**src/rtl/w_schedule_ctrl_pkg.sv**
```systemverilog
// Shared types and constants for the SHA-256 message-schedule sequencer.
package sha256_pkg;

    localparam int W_LENGTH   = 64;
    localparam int LOAD_WORDS = 16;
    localparam int IDX_W      = $clog2(W_LENGTH);

    typedef enum logic [1:0] {
        ST_IDLE,
        ST_LOAD,
        ST_EXPAND,
        ST_DONE
    } sched_state_e;

endpackage

```
**src/rtl/w_schedule_ctrl_if.sv**
```systemverilog
// Handshake bundle between the block source, the schedule controller and the
// round consumer / W datapath.
interface w_schedule_ctrl_if;

    logic                         msg_valid;
    logic                         msg_last;
    logic                         msg_ready;
    logic                         abort;
    logic                         w_ready;
    logic                         w_valid;
    logic                         load_en;
    logic                         expand_en;
    logic [sha256_pkg::IDX_W-1:0] w_index;
    logic                         w_index_complete;
    logic                         block_done;
    logic                         block_last;
    logic                         busy;

    // Controller side
    modport master (
        input  msg_valid, msg_last, abort, w_ready,
        output msg_ready, w_valid, load_en, expand_en, w_index,
               w_index_complete, block_done, block_last, busy
    );

    // Source / consumer side
    modport slave (
        output msg_valid, msg_last, abort, w_ready,
        input  msg_ready, w_valid, load_en, expand_en, w_index,
               w_index_complete, block_done, block_last, busy
    );

endinterface

```
**src/rtl/w_schedule_ctrl_index_counter.sv**
```systemverilog
// W index register: clear to zero, increment on request, otherwise hold.
module w_index_counter #(
    parameter int IDX_W = 6
) (
    input  logic             clock,
    input  logic             reset,
    input  logic             i_clr,
    input  logic             i_inc,
    output logic [IDX_W-1:0] o_idx
);

    logic [IDX_W-1:0] r_idx;

    // Index register; clear has priority over increment
    always_ff @(posedge clock) begin
        if (!reset || i_clr) begin
            r_idx <= '0;
        end else if (i_inc) begin
            r_idx <= r_idx + 1'b1;
        end
    end

    assign o_idx = r_idx;

endmodule

```
**src/rtl/w_schedule_ctrl.sv**
```systemverilog
// SHA-256 message-schedule sequencer: accepts one block per handshake, walks
// W index 0..63 (load 0..15, expand 16..63) and paces each word to the rounds.
module w_schedule_ctrl #(
    parameter int W_LENGTH   = sha256_pkg::W_LENGTH,
    parameter int LOAD_WORDS = sha256_pkg::LOAD_WORDS,
    parameter int IDX_W      = $clog2(W_LENGTH)
) (
    input  logic             clock,
    input  logic             reset,
    w_schedule_ctrl_if.master bus
);
    import sha256_pkg::*;

    localparam logic [IDX_W-1:0] LAST_LOAD = IDX_W'(LOAD_WORDS - 1);
    localparam logic [IDX_W-1:0] LAST_W    = IDX_W'(W_LENGTH - 1);

    sched_state_e     r_state;
    sched_state_e     w_next;
    logic [IDX_W-1:0] w_idx;
    logic             w_idx_clr;
    logic             w_idx_inc;
    logic             w_accept;
    logic             w_beat;
    logic             r_block_last;

    assign w_beat = ((r_state == ST_LOAD) || (r_state == ST_EXPAND)) && bus.w_ready;

    // State register
    always_ff @(posedge clock) begin
        if (!reset) begin
            r_state <= ST_IDLE;
        end else begin
            r_state <= w_next;
        end
    end

    // Next state and index control; abort outranks beats and new blocks
    always_comb begin
        w_next    = r_state;
        w_idx_clr = 1'b0;
        w_idx_inc = 1'b0;
        w_accept  = 1'b0;
        case (r_state)
            ST_IDLE: begin
                if (bus.msg_valid) begin
                    w_next    = ST_LOAD;
                    w_idx_clr = 1'b1;
                    w_accept  = 1'b1;
                end
            end
            ST_LOAD: begin
                if (bus.abort) begin
                    w_next    = ST_IDLE;
                    w_idx_clr = 1'b1;
                end else if (w_beat) begin
                    w_idx_inc = 1'b1;
                    if (w_idx == LAST_LOAD) begin
                        w_next = ST_EXPAND;
                    end
                end
            end
            ST_EXPAND: begin
                if (bus.abort) begin
                    w_next    = ST_IDLE;
                    w_idx_clr = 1'b1;
                end else if (w_beat) begin
                    // Last word: hold index at W_LENGTH-1 rather than wrapping
                    if (w_idx == LAST_W) begin
                        w_next = ST_DONE;
                    end else begin
                        w_idx_inc = 1'b1;
                    end
                end
            end
            ST_DONE: begin
                if (bus.abort) begin
                    w_next    = ST_IDLE;
                    w_idx_clr = 1'b1;
                end else if (bus.msg_valid) begin
                    w_next    = ST_LOAD;
                    w_idx_clr = 1'b1;
                    w_accept  = 1'b1;
                end else begin
                    w_next = ST_IDLE;
                end
            end
            default: begin
                w_next    = ST_IDLE;
                w_idx_clr = 1'b1;
            end
        endcase
    end

    // Capture the final-block flag of each accepted block
    always_ff @(posedge clock) begin
        if (!reset) begin
            r_block_last <= 1'b0;
        end else if (w_accept) begin
            r_block_last <= bus.msg_last;
        end
    end

    w_index_counter #(
        .IDX_W (IDX_W)
    ) u_index (
        .clock (clock),
        .reset (reset),
        .i_clr (w_idx_clr),
        .i_inc (w_idx_inc),
        .o_idx (w_idx)
    );

    // Moore outputs decoded from the current state
    always_comb begin
        bus.msg_ready        = 1'b0;
        bus.w_valid          = 1'b0;
        bus.load_en          = 1'b0;
        bus.expand_en        = 1'b0;
        bus.w_index_complete = 1'b0;
        bus.block_done       = 1'b0;
        bus.busy             = (r_state != ST_IDLE);
        bus.w_index          = w_idx;
        bus.block_last       = r_block_last;
        case (r_state)
            ST_IDLE: begin
                bus.msg_ready = 1'b1;
            end
            ST_LOAD: begin
                bus.w_valid = 1'b1;
                bus.load_en = 1'b1;
            end
            ST_EXPAND: begin
                bus.w_valid   = 1'b1;
                bus.expand_en = 1'b1;
            end
            ST_DONE: begin
                bus.msg_ready        = 1'b1;
                bus.w_index_complete = 1'b1;
                bus.block_done       = 1'b1;
            end
            default: begin
                bus.msg_ready = 1'b0;
            end
        endcase
    end

endmodule

```
**src/flat_wrapper.sv**
```systemverilog
// flat-port wrapper written by rule: the top's interface ports become plain ports
module w_schedule_ctrl_flat import sha256_pkg::*;
#(
    parameter int W_LENGTH   = sha256_pkg::W_LENGTH,
    parameter int LOAD_WORDS = sha256_pkg::LOAD_WORDS,
    parameter int IDX_W      = $clog2(W_LENGTH)
)
  (clock, reset, bus_msg_valid, bus_msg_last, bus_abort, bus_w_ready, bus_msg_ready, bus_w_valid, bus_load_en, bus_expand_en, bus_w_index, bus_w_index_complete, bus_block_done, bus_block_last, bus_busy);
  w_schedule_ctrl_if bus_i ();
  input  logic clock;
  input  logic reset;
  input wire logic [$bits(bus_i.msg_valid)-1:0] bus_msg_valid;
  input wire logic [$bits(bus_i.msg_last)-1:0] bus_msg_last;
  input wire logic [$bits(bus_i.abort)-1:0] bus_abort;
  input wire logic [$bits(bus_i.w_ready)-1:0] bus_w_ready;
  output wire logic [$bits(bus_i.msg_ready)-1:0] bus_msg_ready;
  output wire logic [$bits(bus_i.w_valid)-1:0] bus_w_valid;
  output wire logic [$bits(bus_i.load_en)-1:0] bus_load_en;
  output wire logic [$bits(bus_i.expand_en)-1:0] bus_expand_en;
  output wire logic [$bits(bus_i.w_index)-1:0] bus_w_index;
  output wire logic [$bits(bus_i.w_index_complete)-1:0] bus_w_index_complete;
  output wire logic [$bits(bus_i.block_done)-1:0] bus_block_done;
  output wire logic [$bits(bus_i.block_last)-1:0] bus_block_last;
  output wire logic [$bits(bus_i.busy)-1:0] bus_busy;
  assign bus_i.msg_valid = bus_msg_valid;
  assign bus_i.msg_last = bus_msg_last;
  assign bus_i.abort = bus_abort;
  assign bus_i.w_ready = bus_w_ready;
  assign bus_msg_ready = bus_i.msg_ready;
  assign bus_w_valid = bus_i.w_valid;
  assign bus_load_en = bus_i.load_en;
  assign bus_expand_en = bus_i.expand_en;
  assign bus_w_index = bus_i.w_index;
  assign bus_w_index_complete = bus_i.w_index_complete;
  assign bus_block_done = bus_i.block_done;
  assign bus_block_last = bus_i.block_last;
  assign bus_busy = bus_i.busy;
  w_schedule_ctrl #(.W_LENGTH(W_LENGTH), .LOAD_WORDS(LOAD_WORDS), .IDX_W(IDX_W)) u_core (.clock(clock), .reset(reset), .bus(bus_i));
endmodule
```
**config.mk**
```make
export PLATFORM = sky130hd
export DESIGN_NAME = w_schedule_ctrl_flat
export DESIGN_NICKNAME = d
export VERILOG_FILES = /design/src/rtl/w_schedule_ctrl_pkg.sv /design/src/rtl/w_schedule_ctrl_if.sv /design/src/rtl/w_schedule_ctrl_index_counter.sv /design/src/rtl/w_schedule_ctrl.sv /design/src/flat_wrapper.sv
export SDC_FILE = /design/constraint.sdc
export NUM_CORES = 1
export LEC_CHECK = 0
export BUFFER_PORTS_ARGS = -buffer_cell sky130_fd_sc_hd__buf_4
export CORE_MARGIN = 4
export CORE_UTILIZATION = 32
export DETAILED_ROUTE_END_ITERATION = 8
export PLACE_DENSITY = 0.66
export REMOVE_ABC_BUFFERS = 1
export SYNTH_ARGS = -nofsm -noshare
export SYNTH_HDL_FRONTEND = slang
export SYNTH_SLANG_ARGS = --single-unit
```
**constraint.sdc**
```tcl
create_clock -name clock -period 2.8 [get_ports clock]
set_input_delay 0.14 -clock clock [delete_from_list [all_inputs] [get_ports clock]]
set_output_delay 0.14 -clock clock [all_outputs]
set_load 0.05 [all_outputs]
```
* Word level (Yosys, flattened, before mapping)
Cells that the tools add are included.
W data, S select, Z words.
** Operators by class
- Add/sub/neg operators :: 1
- Mux-type cells :: 27
- Reduce and logical (&&, ||, !) cells :: 9
- Equality and inequality tests :: 10
** Operators by type and width (count)
- $mux W2 :: 8
- $mux W1 :: 15
- $pmux W2 S4 :: 1
- $add A6 B1 Y6 const B :: 1
- $eq A6 B4 Y1 const B :: 1
- $eq A6 B6 Y1 const B :: 1
- $ne A3 B2 Y1 const B :: 2
- $ne A3 B3 Y1 const B :: 2
- $reduce_and A5 Y1 :: 1
- $eq A2 B2 Y1 const B :: 2
- $pmux W1 S2 :: 2
- $reduce_or A2 Y1 :: 2
- $pmux W1 S3 :: 1
- $eq A2 B1 Y1 const B :: 1
- $logic_not A2 Y1 :: 1
- $logic_or A1 B1 Y1 :: 2
- $ne A2 B2 Y1 const B :: 1
- $reduce_bool A2 Y1 :: 1
- $logic_and A1 B1 Y1 :: 1
- $logic_not A1 Y1 :: 1
** Word-level totals
- Bits of input ports :: 6
- Logic and storage cells :: 50
- Register bits :: 9

* Longest topological paths before layout
- Word-level depth :: 6
- Depth in mapped cells :: 6

* Hierarchy
Synthesis repeated with hierarchy kept, for this count alone.
** Unflattened totals
- Cell total of the unflattened synthesis :: 64
- Area, all modules :: 565.5 µm²
** By module, submodules not included
- w_schedule_ctrl :: seq. area each 60.1 µm², cells each 39, area an instance 320.3 µm², times used 1
- w_index_counter :: seq. area each 120.1 µm², cells each 25, area an instance 245.2 µm², times used 1

* Least setup slack after synthesis
OpenSTA, ideal clock, no wires.
- Path kind :: reg-to-reg
- Start :: reg u_core.r_state[0]
- End :: reg u_core.u_index.r_idx[5] (netlist: u_core.u_index.o_idx[5])
- Path slack :: 0.675 ns
- Arrival time :: 2.053 ns
- Clock period less this slack :: 2.125 ns
- Cell stages (with the launch flop) :: 7
- Path buffers :: 0
- Cell sequence :: dfxtp_1 > inv_1 > ha_1 > and2_1 > o311ai_4 > or4_1 > a21oi_1
** On the way
- Word-level cells in the longest chain between the ends :: 6
** Ends and longest elaborated chain
- from (decl) :: RTL line w_schedule_ctrl.sv:17 : sched_state_e r_state;
- from (signal assigned) :: RTL line w_schedule_ctrl.sv:33 : r_state <= w_next;
- $eq A2 B1 Y1 / $eq A2 B2 Y1 (equally long branches) :: RTL line w_schedule_ctrl.sv:26, w_schedule_ctrl.sv:43
- $logic_or A1 B1 Y1 :: RTL line w_schedule_ctrl.sv:26 : assign w_beat = ((r_state == ST_LOAD) || (r_state == ST_EXPAND)) && bus.w_ready;
- $logic_and A1 B1 Y1 :: RTL line w_schedule_ctrl.sv:26
- $mux W1, on equally long branches :: RTL line w_schedule_ctrl.sv:66, w_schedule_ctrl.sv:55
- $mux W1, on equally long branches :: RTL line w_schedule_ctrl.sv:63, w_schedule_ctrl.sv:52
- $pmux W1 S2 :: RTL line w_schedule_ctrl.sv:43 : case (r_state)
- to (signal assigned) :: RTL line w_schedule_ctrl_index_counter.sv:19 : r_idx <= r_idx + 1'b1;
- to (decl) :: RTL line w_schedule_ctrl_index_counter.sv:12 : logic [IDX_W-1:0] r_idx;
Parallel ways exist; a longest one is shown, timed or not.
A chain may end at the register's enable or synchronous reset.

* Worst setup path in the final report
Ends and elaborated chain as after synthesis.

==> run metrics <==
status complete, no violations; final core utilization 45.5%; number of synthesized register bits 9; Compound-Gate Fraction of Synth Area between 20% and 30%; register area share after synthesis 29.6%; setup violators final 0; Worst setup EP type flip-flop; Hold Path Depth 3; final antenna-violating net count 0; DRC violations left 0; Max Cap Viol 0; Area Growth Syn to Fin 31.9%; Worst Hold End u_core.bus.block_last; Slew HR 69.4%; drt via density around 4.8; Slew @ Worst Pin ~460 ps; commonest non-fill, non-tap cells in the layout 19 x buf_4, 9 x dfxtp_1, 7 x nand2_1; via count about 560; GRT Overall Usage about 11%; # clock sinks 9; syn_area_per_cell 8.81 um2; area of the core between 1500 and 2000 um2; die width ~52 um; largest family of logic cells by synthesized area simple AND/OR/NAND/NOR gates; register area 180 um2; XOR/XNOR share of the synthesized area 1.44%; RSZ-0062 raised after global routing no; setup bufs post-CTS 0; Die Y-Extent 51.6 um; hold buffer count at cts 0; share of cells above drive strength 1 between 30% and 40%; Worst R2R Setup Slack approximately 850 ps; area of the multi-input gates 398 um2; # IOs 20; YS warnings 0; Detailed Routing Iterations Pass 1 4; WL/cell ~12 um; Slew Limit Fails 0; Post-CTS Resized 0; Final Wtd Congestion between 0.7 and 0.8; Post-Synth Adder-Cell Area 12.3%; initial antenna violation count 0; Setup Skew about 0.76 ps; Port Buffer Count 19; Die ar. 2660 um2; RR Startpoint u_core.r_state[0]; Routed WL around 1400 um; period utilization 69.5%; Worst-path clk slew 70 ps; Fin. Hold Viols 0; critical path class flip-flop to flip-flop; Post-Syn Area 608 um2; nets@finish 104; asr flop ratio synth 0%; initial core utilization 34.5%; Critical Path Source Type flip-flop; proportion of synthesized area in mux cells 6.58%; Initial DRC Count 9; Cells after Synth 69; Worst Hold Launch bus_msg_last; TritonCTS buffer count 3; CTS tree done; top_reg_cell synth dfxtp_1; Critical Path RT around 3000 ps; clk_lat worst skew 270 ps; Max Fclk 514 MHz; Max FO, Critical Path 10; Setup TNS Final 0 ps; dpl cells 112; largest net degree at the start of global routing 11; Power Dens Cells 747 nW/um2; number of synthesized flops with an enable pin 0; commonest non-fill, non-tap cell in the layout buf_4; Reg2Reg Depth 6; Clock Path Buffers 2; first-pass GRT wire length 2190 um; Synth Area in Simple Gates 23.0%; FILL cells ~180; Leakage around 0.36 nW; HPWL after DPL 1090 um; Core Rows 15; post-synth cell types 24; GR Overflow Total 0; Reg2Reg Capture Point u_core.u_index.o_idx[5]; Crit path arrival time 2150 ps; Worst Setup SP u_core.r_state[0]; root buffer cell clkbuf_4; final hold slack approximately 130 ps; n_diodes 0; Worst IR Drop VDD 0.424 mV; vias in the first global route 525; Tmin final between 1500 and 2000 ps; H-tree Lvls 1; Hold WC Path Type input port to flip-flop; final std cells w/o fill between 100 and 150
[critical path: stages, from the launching register on]
cell and delay, ps:
dfxtp_1 390, inv_1 100, ha_1 360, and2_1 190, o311ai_4 170, or4_1 530
a21oi_1 140
[worst max path at each step]
stage	endpoint	slack (ps)	cells after the start
CTS	u_core.u_index.o_idx[5]	860	6
global placement	u_core.u_index.o_idx[5]	950	6
detailed placement	u_core.u_index.o_idx[5]	890	6
floorplan	u_core.u_index.o_idx[5]	670	6
global route	u_core.u_index.o_idx[5]	770	6
finish	u_core.u_index.o_idx[5]	850	6
[registers in the layout, indices dropped and copies added, names as in the netlist]
signal and flops:
u_core.r_state 2, u_core.bus.block_last 1, u_core.u_index.o_idx 6
[logic make-up after synthesis]
| logic type | count (synthesis) |
|---|---|
| buf+inv | 7 |
| compound gates | 17 |
| xor+xnor | 1 |
| mux | 4 |
| fa+ha+maj | 6 |
| simple gates | 25 |
| flops | 9 |
[cell type report]
type | count | area share [%]
multi-input cells | 53 | 49.6
flip-flops and latches | 9 | 22.5
repair buffers | 19 | 17.8
well taps | 25 | 3.90
clock buffers | 3 | 2.81
inverters | 6 | 2.81
clock inverters | 1 | 0.624
[power by group]
part,switching (mW),internal [mW]
Combinational,0.225,0.116
Sequential,0.0107,0.139
Clock,0.0553,0.0529
Total,0.291,0.308
[per-layer routing]
metal	vias to the layer above	track usage [%]	part of all wire [%]
li1	285	-	-
met1	253	14.0	46
met2	15	16.7	49
met3	4	0.860	2.3
met4	0	10.0	3.3
met5	-	0	0
[stage by stage]
| stage | worst slack [ps] | instance area [um2] | total power [mW] |
|---|---|---|---|
| 6_report | 853 | 802 | 0.599 |
| 5_1_grt | 769 | 802 | 0.631 |
| 4_1_cts | 861 | 802 | 0.603 |
| 3_5_place_dp | 886 | 774 | 0.495 |
| 3_3_place_gp | 947 | 774 | 0.492 |
| 2_1_floorplan | 675 | 601 | 0.409 |
[synthesized netlist by cell type (2+ instances only)]
master	number	share of area, %
dfxtp_1	9	30
nand2_1	7	4.3
ha_1	6	12
inv_1	6	3.7
a21oi_1	5	4.1
o21ai_0	5	4.1
mux2i_1	4	6.6
nand3_1	4	3.3
and2b_2	3	4.3
nor2_1	3	1.9
or3_2	3	3.7
o31ai_1	2	2.5
(Power assumes the default switching activity.)
